[config.mk]
export PLATFORM = sky130hd
export DESIGN_NAME = gen_inject
export DESIGN_NICKNAME = d
export VERILOG_FILES = /design/src/rtl/gen_inject.sv
export SDC_FILE = /design/constraint.sdc
export NUM_CORES = 1
export LEC_CHECK = 0
export ABC_CLOCK_PERIOD_IN_PS = 8700
export CELL_PAD_IN_SITES_DETAIL_PLACEMENT = 0
export CELL_PAD_IN_SITES_GLOBAL_PLACEMENT = 1
export CORE_MARGIN = 2
export CORE_UTILIZATION = 50
export CTS_CLUSTER_DIAMETER = 60
export DETAILED_ROUTE_END_ITERATION = 6
export GPL_TIMING_DRIVEN = 0
export PLACE_DENSITY_LB_ADDON = 0.15
export SLEW_MARGIN = 0
export SYNTH_ARGS = -nofsm -noshare
export SYNTH_HDL_FRONTEND = slang
export SYNTH_SLANG_ARGS = --single-unit
export TNS_END_PERCENT = 1
[constraint.sdc]
create_clock -name adc_clk -period 8.7 [get_ports adc_clk]
set_clock_uncertainty 0.05 [all_clocks]
set_input_delay 1.305 -clock adc_clk [delete_from_list [all_inputs] [get_ports adc_clk]]
set_output_delay 1.305 -clock adc_clk [all_outputs]
set_load 0.05 [all_outputs]
[src/rtl/gen_inject.sv]
// gen_inject: merges generator and ADC samples ahead of the DDC input.
// Every change of source is a linear gain ramp; the sum saturates and
// saturation events are counted.
module gen_inject #(
  parameter int unsigned W         = 18,
  parameter int unsigned RAMP_LOG2 = 10
) (
  input  logic                adc_clk,
  input  logic                reset,
  input  logic signed [W-1:0] adc_data,
  input  logic signed [W-1:0] gen_data,
  input  logic [1:0]          mode,
  input  logic                mode_stb,
  input  logic                ovfl_clr,
  output logic signed [W-1:0] rx_data,
  output logic                ramp_busy,
  output logic [15:0]         ovfl_cnt
);

  localparam int unsigned GW = RAMP_LOG2 + 1;  // gain width, holds 0..FULL
  localparam int unsigned PW = W + GW + 1;     // signed product width
  localparam int unsigned SW = W + 1;          // sum width

  localparam logic [GW-1:0]        FULL   = {1'b1, {RAMP_LOG2{1'b0}}};
  localparam logic signed [PW-1:0] HALF   = PW'(2 ** (RAMP_LOG2 - 1));
  localparam logic signed [W-1:0]  RX_MAX = {1'b0, {(W-1){1'b1}}};
  localparam logic signed [W-1:0]  RX_MIN = {1'b1, {(W-1){1'b0}}};

  localparam logic [1:0] M_ADC = 2'd0;
  localparam logic [1:0] M_GEN = 2'd1;
  localparam logic [1:0] M_SUM = 2'd2;

  typedef enum logic [1:0] {S_OFF, S_UP, S_ON, S_DOWN} state_t;

  state_t      state, state_nxt;
  logic [GW-1:0] g, g_nxt;
  logic [1:0]  cur_mode, cur_mode_nxt;
  logic [1:0]  pend_mode, pend_mode_nxt;

  logic [1:0]  req_c;
  logic        req_gen_c;
  logic        busy_nxt;
  logic [GW-1:0] wa_c, wg_c;

  logic signed [PW-1:0] pa_c, pg_c;
  logic signed [W-1:0]  ta, tg;
  logic signed [SW-1:0] s_c;
  logic                 sat_hi_c, sat_lo_c, sat_c;

  // Normalise the requested mode: code 3 behaves as ADC.
  always_comb begin
    req_c     = (mode == 2'd3) ? M_ADC : mode;
    req_gen_c = (req_c == M_GEN) || (req_c == M_SUM);
  end

  // FSM state register together with the gain and mode context it owns.
  always_ff @(posedge adc_clk or posedge reset) begin
    if (reset) begin
      state     <= S_OFF;
      g         <= '0;
      cur_mode  <= M_ADC;
      pend_mode <= M_ADC;
    end else begin
      state     <= state_nxt;
      g         <= g_nxt;
      cur_mode  <= cur_mode_nxt;
      pend_mode <= pend_mode_nxt;
    end
  end

  // Next-state logic: ramps are never interrupted mid-way down, only redirected.
  always_comb begin
    state_nxt     = state;
    g_nxt         = g;
    cur_mode_nxt  = cur_mode;
    pend_mode_nxt = pend_mode;
    unique case (state)
      S_OFF: begin
        if (mode_stb && req_gen_c) begin
          cur_mode_nxt  = req_c;
          pend_mode_nxt = req_c;
          state_nxt     = S_UP;
        end
      end
      S_UP: begin
        g_nxt = (g == FULL) ? FULL : g + GW'(1);
        if (mode_stb && (req_c != cur_mode)) begin
          pend_mode_nxt = req_c;
          state_nxt     = S_DOWN;
        end else if (g_nxt == FULL) begin
          state_nxt = S_ON;
        end
      end
      S_ON: begin
        if (mode_stb && (req_c != cur_mode)) begin
          pend_mode_nxt = req_c;
          state_nxt     = S_DOWN;
        end
      end
      S_DOWN: begin
        g_nxt = (g == '0) ? '0 : g - GW'(1);
        if (mode_stb) begin
          pend_mode_nxt = req_c;
        end
        if (g_nxt == '0) begin
          cur_mode_nxt = pend_mode_nxt;
          state_nxt    = ((pend_mode_nxt == M_GEN) || (pend_mode_nxt == M_SUM)) ? S_UP : S_OFF;
        end
      end
      default: begin
        state_nxt = S_OFF;
        g_nxt     = '0;
      end
    endcase
  end

  // Output logic: busy flag for the next cycle and the per-source weights.
  always_comb begin
    busy_nxt = (state_nxt == S_UP) || (state_nxt == S_DOWN);
    wg_c     = (cur_mode == M_ADC) ? '0 : g;
    wa_c     = (cur_mode == M_GEN) ? (FULL - g) : FULL;
  end

  // Registered busy flag.
  always_ff @(posedge adc_clk or posedge reset) begin
    if (reset) ramp_busy <= 1'b0;
    else       ramp_busy <= busy_nxt;
  end

  // Full-width signed products of sample and gain.
  always_comb begin
    pa_c = $signed(PW'(adc_data)) * $signed(PW'(wa_c));
    pg_c = $signed(PW'(gen_data)) * $signed(PW'(wg_c));
  end

  // Stage 1: round-half-up and scale back by FULL.
  always_ff @(posedge adc_clk or posedge reset) begin
    if (reset) begin
      ta <= '0;
      tg <= '0;
    end else begin
      ta <= W'((pa_c + HALF) >>> RAMP_LOG2);
      tg <= W'((pg_c + HALF) >>> RAMP_LOG2);
    end
  end

  // Sum at one extra bit and detect clamping.
  always_comb begin
    s_c      = SW'(ta) + SW'(tg);
    sat_hi_c = s_c > SW'(RX_MAX);
    sat_lo_c = s_c < SW'(RX_MIN);
    sat_c    = sat_hi_c || sat_lo_c;
  end

  // Stage 2: clamped output sample.
  always_ff @(posedge adc_clk or posedge reset) begin
    if (reset)         rx_data <= '0;
    else if (sat_hi_c) rx_data <= RX_MAX;
    else if (sat_lo_c) rx_data <= RX_MIN;
    else               rx_data <= W'(s_c);
  end

  // Saturating overflow counter; a clear beats a coincident event.
  always_ff @(posedge adc_clk or posedge reset) begin
    if (reset)                             ovfl_cnt <= '0;
    else if (ovfl_clr)                     ovfl_cnt <= '0;
    else if (sat_c && (ovfl_cnt != 16'hFFFF)) ovfl_cnt <= ovfl_cnt + 16'd1;
  end

endmodule
; ---- Yosys cells after proc, flatten, opt, wreduce, memory -nomap -nowiden
; Cells that the tools add are included.
[word_totals]
out_inout_bits = 35
word_cells = 79
input_bits = 42
ff_bits = 88
[classes]
n_eq_ne = 18
magnitude_cmp = 2
n_reduce_logical = 17
n_mul = 2
add_sub_neg = 7
muxes = 24
[op_table]
columns = cell, n
row1 = $add 28x11->28 const B, 2
row2 = $mul 18x12->28, 2
row3 = $mux 11, 4
row4 = $mux 18, 2
row5 = $mux 16, 2
row6 = $eq 11x11->1 const B, 2
row7 = $logic_not 11->1, 2
row8 = $mux 2, 11
row9 = $pmux 11 s2, 1
row10 = $add 18x18->19, 1
row11 = $gt 19x18->1 const B, 1
row12 = $lt 19x18->1 const B, 1
row13 = $add 16x1->16 const B, 1
row14 = $ne 16x16->1 const B, 1
row15 = $eq 2x2->1 const B, 6
row16 = $add 11x1->11 const B, 1
row17 = $sub 11x1->11 const B, 1
row18 = $sub 11x11->11 const A, 1
row19 = $eq 2x1->1 const B, 5
row20 = $pmux 2 s4, 1
row21 = $pmux 2 s3, 1
row22 = $reduce_bool 2->1, 3
row23 = $logic_not 2->1, 2
row24 = $logic_or 1x1->1, 4
row25 = 9 further kinds, 12

; ---- Longest topological paths before layout
; Gate-level depths: netlist of the first run.
[logic_depth]
word_depth = 11
mapped_depth = 26
depth_no_buf = 26

; ---- Least setup slack after synthesis of the first run
; No wires, ideal clock.
[synth_path]
path_type = register -> register
startpoint = register g[5]
endpoint = register ta[16]
arrival_time_ns = 6.346
setup_time_ns = 0.116
path_slack_ns = 2.189
path_buffers = 2
path_stages_with_launch = 25
synth_period_minus_slack_ns = 6.511
required_ns = 8.534
path_cell_list = dfrtp_1 buf_2 nor4_1 nand2_1 or3_1 xnor2_1 nor2_1 clkbuf_1 nand2_1 fa_1 inv_1 fa_1 fa_1 fa_1 inv_1 fa_1 inv_1 ha_1 a21oi_1 o21ai_0 nor4_1 a21oi_1 o311ai_0 or3b_1 o311ai_0
[synth_via]
elab_chain_cells = 4
[synth_rtl]
columns = element, line_no
row1 = start: declaration, 36  ; logic [GW-1:0] g, g_nxt;
row2 = start signal: assignment, 65  ; g <= g_nxt;
row3 = $sub 11x11->11, 121  ; wa_c = (cur_mode == M_GEN) ? (FULL - g) : FULL;
row4 = $mux 11, 121
row5 = $mul 18x12->28, 132  ; pa_c = $signed(PW'(adc_data)) * $signed(PW'(wa_c));
row6 = $add 28x11->28, 142  ; ta <= W'((pa_c + HALF) >>> RAMP_LOG2);
row7 = end signal: assignment, 142
row8 = end: declaration, 46  ; logic signed [W-1:0] ta, tg;
; No other way between the ends.
; A chain may end at the register's enable or synchronous reset.

; ---- Worst setup path in the final report of the first run
[layout_path]
startpoint = register g[0]
endpoint = register ta[16]
; Same word-level chain as after synthesis.

==> results of run 1 <==
[routing by layer]
layer	track usage, %	wire [um]
met1	32.65	19580
met2	39.44	20270
met3	2.715	1489
met4	5.291	870
met5	0	0
[placed cells by master, fill, tap and decap left out, types with 24 or more instances in the layout]
master / n
inv_1: 457
fa_1: 341
nand2_1: 281
ha_1: 173
and2_1: 132
nor2_1: 97
dfrtp_1: 87
clkbuf_1: 78
clkdlybuf4s50_1: 72
a21oi_1: 63
xnor2_1: 57
nor2b_1: 50
o21ai_0: 29
xor2_1: 24
[flip-flops by register name, summed over array words and instances, names as in the netlist]
register	cells
pend_mode	2
rx_data	18
tg	18
cur_mode	2
state	2
ovfl_cnt	16
g	11
ta	18
[worst paths after layout]
kind | to | slack (ns) | cells past startpoint
min in group asynchronous | ovfl_cnt[13]$_DFFE_PP0P_ | 1.26 | 2
max in group asynchronous | tg[17]$_DFF_PP0_ | 6.71 | 3
max | ta[16]$_DFF_PP0_ | 0.82 | 24
min reg2reg | pend_mode[1]$_DFFE_PP0P_ | 0.53 | 1
min | pend_mode[1]$_DFFE_PP0P_ | 0.53 | 1
max reg2reg | ta[16]$_DFF_PP0_ | 0.82 | 24
[metrics by stage]
step | setup WS (ns) | area (sq um) | util [%] | instances
after floorplan | 2.189 | 18730 | - | 2113
after global placement | 0.8551 | 20040 | 54.47 | 2653
after detailed placement | 0.8669 | 20070 | 54.55 | 2654
after CTS | 0.8260 | 20360 | 55.34 | 2670
after global routing | 0.2533 | 20360 | 55.34 | 2670
final | 0.8162 | 20360 | 55.35 | 2672
[cells by family (layout without fill, tap and decap cells)]
group | count (synthesis) | in the layout | synth area share, %
fa+ha+maj | 519 | 519 | 48.27
flops | 87 | 87 | 11.62
simple gates | 665 | 665 | 17.01
other cells | 0 | 2 | 0
xor+xnor | 83 | 83 | 4.021
buf+inv | 550 | 639 | 11.27
compound gates | 172 | 172 | 5.712
mux | 37 | 37 | 2.097
[final cells by class]
class	instances	area [sq um]	area share, %
timing repair buffer	73	748.2	3.675
clock buffer	9	225.2	1.106
clock inverter	7	63.81	0.3134
tap	468	585.6	2.876
sequential	87	2177	10.69
antenna	2	5.005	0.02458
multi-input combinational	1476	14440	70.93
buffer	91	387.9	1.905
inverter	459	1725	8.474
[worst register-to-register path, cell delays in order (launching register included)]
cell and delay [ns]:
dfrtp_1 0.47, inv_1 0.25, ha_1 0.30, nand2_1 0.17, or3_1 0.36, xnor2_1 0.15
nor2_1 0.76, clkbuf_1 0.46, nand2_1 0.14, fa_1 0.51, inv_1 0.05, fa_1 0.57
fa_1 0.45, fa_1 0.50, inv_1 0.05, fa_1 0.47, inv_1 0.04, ha_1 0.32
a21oi_1 0.15, o21ai_0 0.16, nor4_1 0.25, a21oi_1 0.20, o311ai_0 0.47, or3b_1 0.39
o311ai_0 0.10
==> run summary, run 1 <==
first-pass GRT wire length: 72110 um
largest cells by area after synthesis: fa_1 (36%), dfrtp_1 (12%), ha_1 (12%)
routability cong.: 0.8549
cell taking the most area after synthesis: fa_1
post-synthesis cell area: 18730 sq um
cell family with the largest share of critical-path delay: adder cells
worst min path class: register to register
Detailed Routing Iterations Pass 1: 5
Routed WL per cell: 15.80 um
share of cells above drive strength 1: 1.635%
num ports: 77
via density per instance: 5.130
WP data required: 8.89 ns
WL final: 42210 um
Least-Margin Pin Slew: 1.079 ns
final antenna-violating net count: 0
GR Overflow Total: 0
total core area: 36790 sq um
Synth async-reset ratio: 100.0%
height of the die: 197.6 um
Setup Viol. Count Final: 0
antenna violations before repair: 1
Clock Path Buffers: 2
number of flops mapped to enable cells by yosys: 0
Layout fillers: 3453
CP cell instances: inv_1, ha_1, nand2_1, or3_1, xnor2_1, nor2_1, clkbuf_1, nand2_1, fa_1, inv_1, fa_1, fa_1, fa_1, inv_1, fa_1, inv_1, ha_1, a21oi_1, o21ai_0, nor4_1, a21oi_1, o311ai_0, or3b_1, o311ai_0
Final Hold Vio Count: 0
status: completed
total number of vias: 13.71k
unrepaired setup endpoints after global routing: false
CP Max Fanout: 10
max-cap viol count: 0
Synth warnings: 0
Cells after Synth: 2113
PortBufs: 72
syn avg cell area: 8.864 sq um
post-synthesis register bit count: 87
Resized cells post-CTS: 0
CP max stage delay: 0.76 ns
max-slew violations: 0
worst hold margin: 0.5272 ns
vias in the first global route: 14.69k
CTS tree: yes
CP Launch Type: register
slowest stage cell, crit path: nor2_1
row cnt: 70
initial core utilization: 50.92%
Die Area: 39030 sq um
P&R area growth vs syn: 8.704%
main flop type after synthesis: dfrtp_1
post-CTS setup buffer count: 0
WS Path Type: register to register
synth cell count leaders: inv_1 (458), fa_1 (341), nand2_1 (281)
Arr. time, crit path: 8.07 ns
sequential share of the synthesized area: 11.62%
worst slew margin relative to its limit: 27.95%
syn nets: 2669
worst skew pair latency: 0.36 ns
most used cell, CP: fa_1
Final nets: 2753
Critical path origin: g[0]$_DFFE_PP0P_
clk slew on worst S/H paths: 0.07 ns
GRT Util Overall: 23.43%
FF-to-FF Start: g[0]$_DFFE_PP0P_
# DRC: 0
most common cell in the synthesized netlist: inv_1
# clock sinks: 87
drt initial violations: 566
post-cts hold buffer count: 0
fin crit period: 7.884 ns
upper clock frequency limit: 126.8 MHz
Post-DP HPWL: 35920 um
Bufs and invs on worst path: 5
TritonCTS Buffers: 9
setup TNS: 0 ns
post-synth top area share: 36.45%
Clock Tree Root: clkbuf_16
Distinct cells, synth: 62
die width: 197.6 um
largest net degree at the start of global routing: 56
H-tree levels: 3
hold path startpoint: pend_mode[1]$_DFFE_PP0P_
period utilization: 90.62%
CP endpoint kind: register
Power of run 1 is not shown: default switching activity piles up to over one toggle a cycle in this logic, so the estimate is an artifact.
==> inputs of run 2 (changes only) <==
--- a/config.mk
+++ b/config.mk
@@ -8,11 +8,12 @@
 export ABC_CLOCK_PERIOD_IN_PS = 8700
 export CELL_PAD_IN_SITES_DETAIL_PLACEMENT = 0
 export CELL_PAD_IN_SITES_GLOBAL_PLACEMENT = 1
-export CORE_MARGIN = 2
+export CORE_MARGIN = 5
 export CORE_UTILIZATION = 50
 export CTS_CLUSTER_DIAMETER = 60
 export DETAILED_ROUTE_END_ITERATION = 6
 export GPL_TIMING_DRIVEN = 0
+export HOLD_SLACK_MARGIN = 0.05
 export PLACE_DENSITY_LB_ADDON = 0.15
 export SLEW_MARGIN = 0
 export SYNTH_ARGS = -nofsm -noshare
==> run 2 against run 1 <==
Core utilization about the same. Final area about the same. Critical path depth did not move. Sequential share of layout area about the same. Critical path type unchanged.
==> run summary, run 2 (synthesized netlist as in run 1, its figures left out) <==
total number of vias: 13.72k (+0.12%)
worst skew pair latency: 0.36 ns (about the same)
clk slew on worst S/H paths: 0.07 ns (about the same)
status: completed
share of cells above drive strength 1: 1.544% (-0.091 points)
Post-DP HPWL: 36270 um (+0.96%)
drt initial violations: 619 (+9.4%)
height of the die: 203.6 um (+3.0%)
num ports: 77 (unchanged)
post-cts hold buffer count: 0 (unchanged)
max-cap viol count: 0 (unchanged)
Die Area: 41430 sq um (+6.2%)
first-pass GRT wire length: 72410 um (+0.41%)
vias in the first global route: 14.60k (-0.57%)
post-CTS setup buffer count: 0 (unchanged)
worst hold margin: 0.5223 ns (-0.004833 ns)
cell family with the largest share of critical-path delay: adder cells
upper clock frequency limit: 125.4 MHz (-1.1%)
CP endpoint kind: register
Bufs and invs on worst path: 5 (unchanged)
commonest non-fill, non-tap cell in the layout: inv_1
Resized cells post-CTS: 0 (unchanged)
via density per instance: 5.140 (+0.19%)
CTS tree: yes
commonest non-fill, non-tap cells in the layout: inv_1 (457), fa_1 (341), nand2_1 (281), ha_1 (173), and2_1 (132)
Setup Viol. Count Final: 0 (unchanged)
Largest regs: rx_data: 18 flops, ta: 18 flops, tg: 18 flops
Detailed Routing Iterations Pass 1: 5 (unchanged)
row cnt: 70 (unchanged)
slowest stage cell, crit path: nor2_1
PortBufs: 72 (unchanged)
CP max stage delay: 0.74 ns (-0.02 ns)
WP data required: 8.87 ns (-0.02 ns)
CP Max Fanout: 10 (unchanged)
WL final: 42530 um (+0.75%)
antenna violations before repair: 1 (unchanged)
total core area: 36790 sq um (unchanged)
die width: 203.6 um (+3.0%)
# clock sinks: 87 (unchanged)
worst min path class: register to register
GR Overflow Total: 0 (unchanged)
Final Hold Vio Count: 0 (unchanged)
Clock Tree Root: clkbuf_16
Routed WL per cell: 15.93 um (+0.83%)
hold depth: 1 (unchanged)
H-tree levels: 3 (unchanged)
most used cell, CP: fa_1
Final nets: 2753 (unchanged)
WHS Endpoint: pend_mode[0]$_DFFE_PP0P_
R2R setup slack: 0.73 ns (-0.09 ns)
initial core utilization: 50.92% (unchanged)
setup TNS: 0 ns (unchanged)
fin crit period: 7.972 ns (+0.08837 ns)
routability cong.: 0.8532 (-0.20%)
WS Path Type: register to register
period utilization: 91.63% (+1.0 points)
CP Launch Type: register
# DRC: 0 (unchanged)
Arr. time, crit path: 8.15 ns (+0.08 ns)
hold path startpoint: pend_mode[0]$_DFFE_PP0P_
GRT Util Overall: 21.65% (-1.8 points)
RR Endpoint: ta[16]$_DFF_PP0_
reg2reg path depth: 24 (unchanged)
P&R area growth vs syn: 8.737% (about the same)
TritonCTS Buffers: 9 (unchanged)
Least-Margin Pin Slew: 1.068 ns (-0.01047 ns)
worst slew margin relative to its limit: 28.53% (+0.58 points)
max-slew violations: 0 (unchanged)
unrepaired setup endpoints after global routing: false
largest net degree at the start of global routing: 59 (+5.4%)
FF-to-FF Start: g[0]$_DFFE_PP0P_
Clock Path Buffers: 2 (unchanged)
Layout fillers: 3429 (-0.70%)
final antenna-violating net count: 0 (unchanged)
CP cell instances: inv_1, ha_1, nand2_1, or3_1, xnor2_1, nor2_1, clkbuf_1, nand2_1, fa_1, inv_1, fa_1, fa_1, fa_1, inv_1, fa_1, inv_1, ha_1, a21oi_1, o21ai_0, nor4_1, a21oi_1, o311ai_0, or3b_1, o311ai_0
diodes inserted: 0 (-2)
fin util: 55.37% (about the same)
[run 2: changes by cell type in the layout (fill, tap and decap cells not counted), sizes merged]
| cell | before | now |
|---|---|---|
| clkbuf | 87 | 90 |
| clkinv | 2 | 0 |
| diode | 2 | 0 |
| inv | 462 | 460 |
| bufinv | 0 | 1 |
[run 2: metrics by stage]
stage,setup slack [ns],instances,area (sq um)
2_1_floorplan,2.189,2113,18730
3_3_place_gp,0.8630,2653,20040
3_5_place_dp,0.8019,2654,20070
4_1_cts,0.7837,2670,20370
5_1_grt,0.07388,2670,20370
6_report,0.7278,2670,20370
[run 2: worst max-delay path by stage]
stage	to	cells after the start	slack [ns]	startpoint
3_3_place_gp	ta[16]$_DFF_PP0_	22	0.86	adc_data[8]
2_1_floorplan	ta[16]$_DFF_PP0_	24	2.19	g[5]$_DFFE_PP0P_
3_5_place_dp	ta[16]$_DFF_PP0_	22	0.80	adc_data[8]
4_1_cts	ta[16]$_DFF_PP0_	24	0.78	g[0]$_DFFE_PP0P_
5_1_grt	ta[16]$_DFF_PP0_	24	0.07	g[5]$_DFFE_PP0P_
6_report	ta[16]$_DFF_PP0_	24	0.73	g[0]$_DFFE_PP0P_
[run 2: layout make-up]
type	instances	area (sq um)	share of cell area, %
Buffer	91	387.9	1.904
Timing Repair Buffer	73	748.2	3.674
Clock inverter	4	53.80	0.2642
Sequential cell	87	2177	10.69
Clock buffer	12	246.5	1.210
Multi-Input combinational cell	1476	14440	70.91
Tap cell	468	585.6	2.875
Inverter	459	1725	8.472
[run 2: per-layer routing]
metal / global-route usage (%) / vias up / routed length, um
met2: 36.44 / 273 / 20730
met3: 2.735 / 48 / 1797
met4: 4.409 / 0 / 639
li1: - / 6537 / -
met5: 0 / - / 0
met1: 30.48 / 6866 / 19370
Power of run 2 is left out for the same reason.
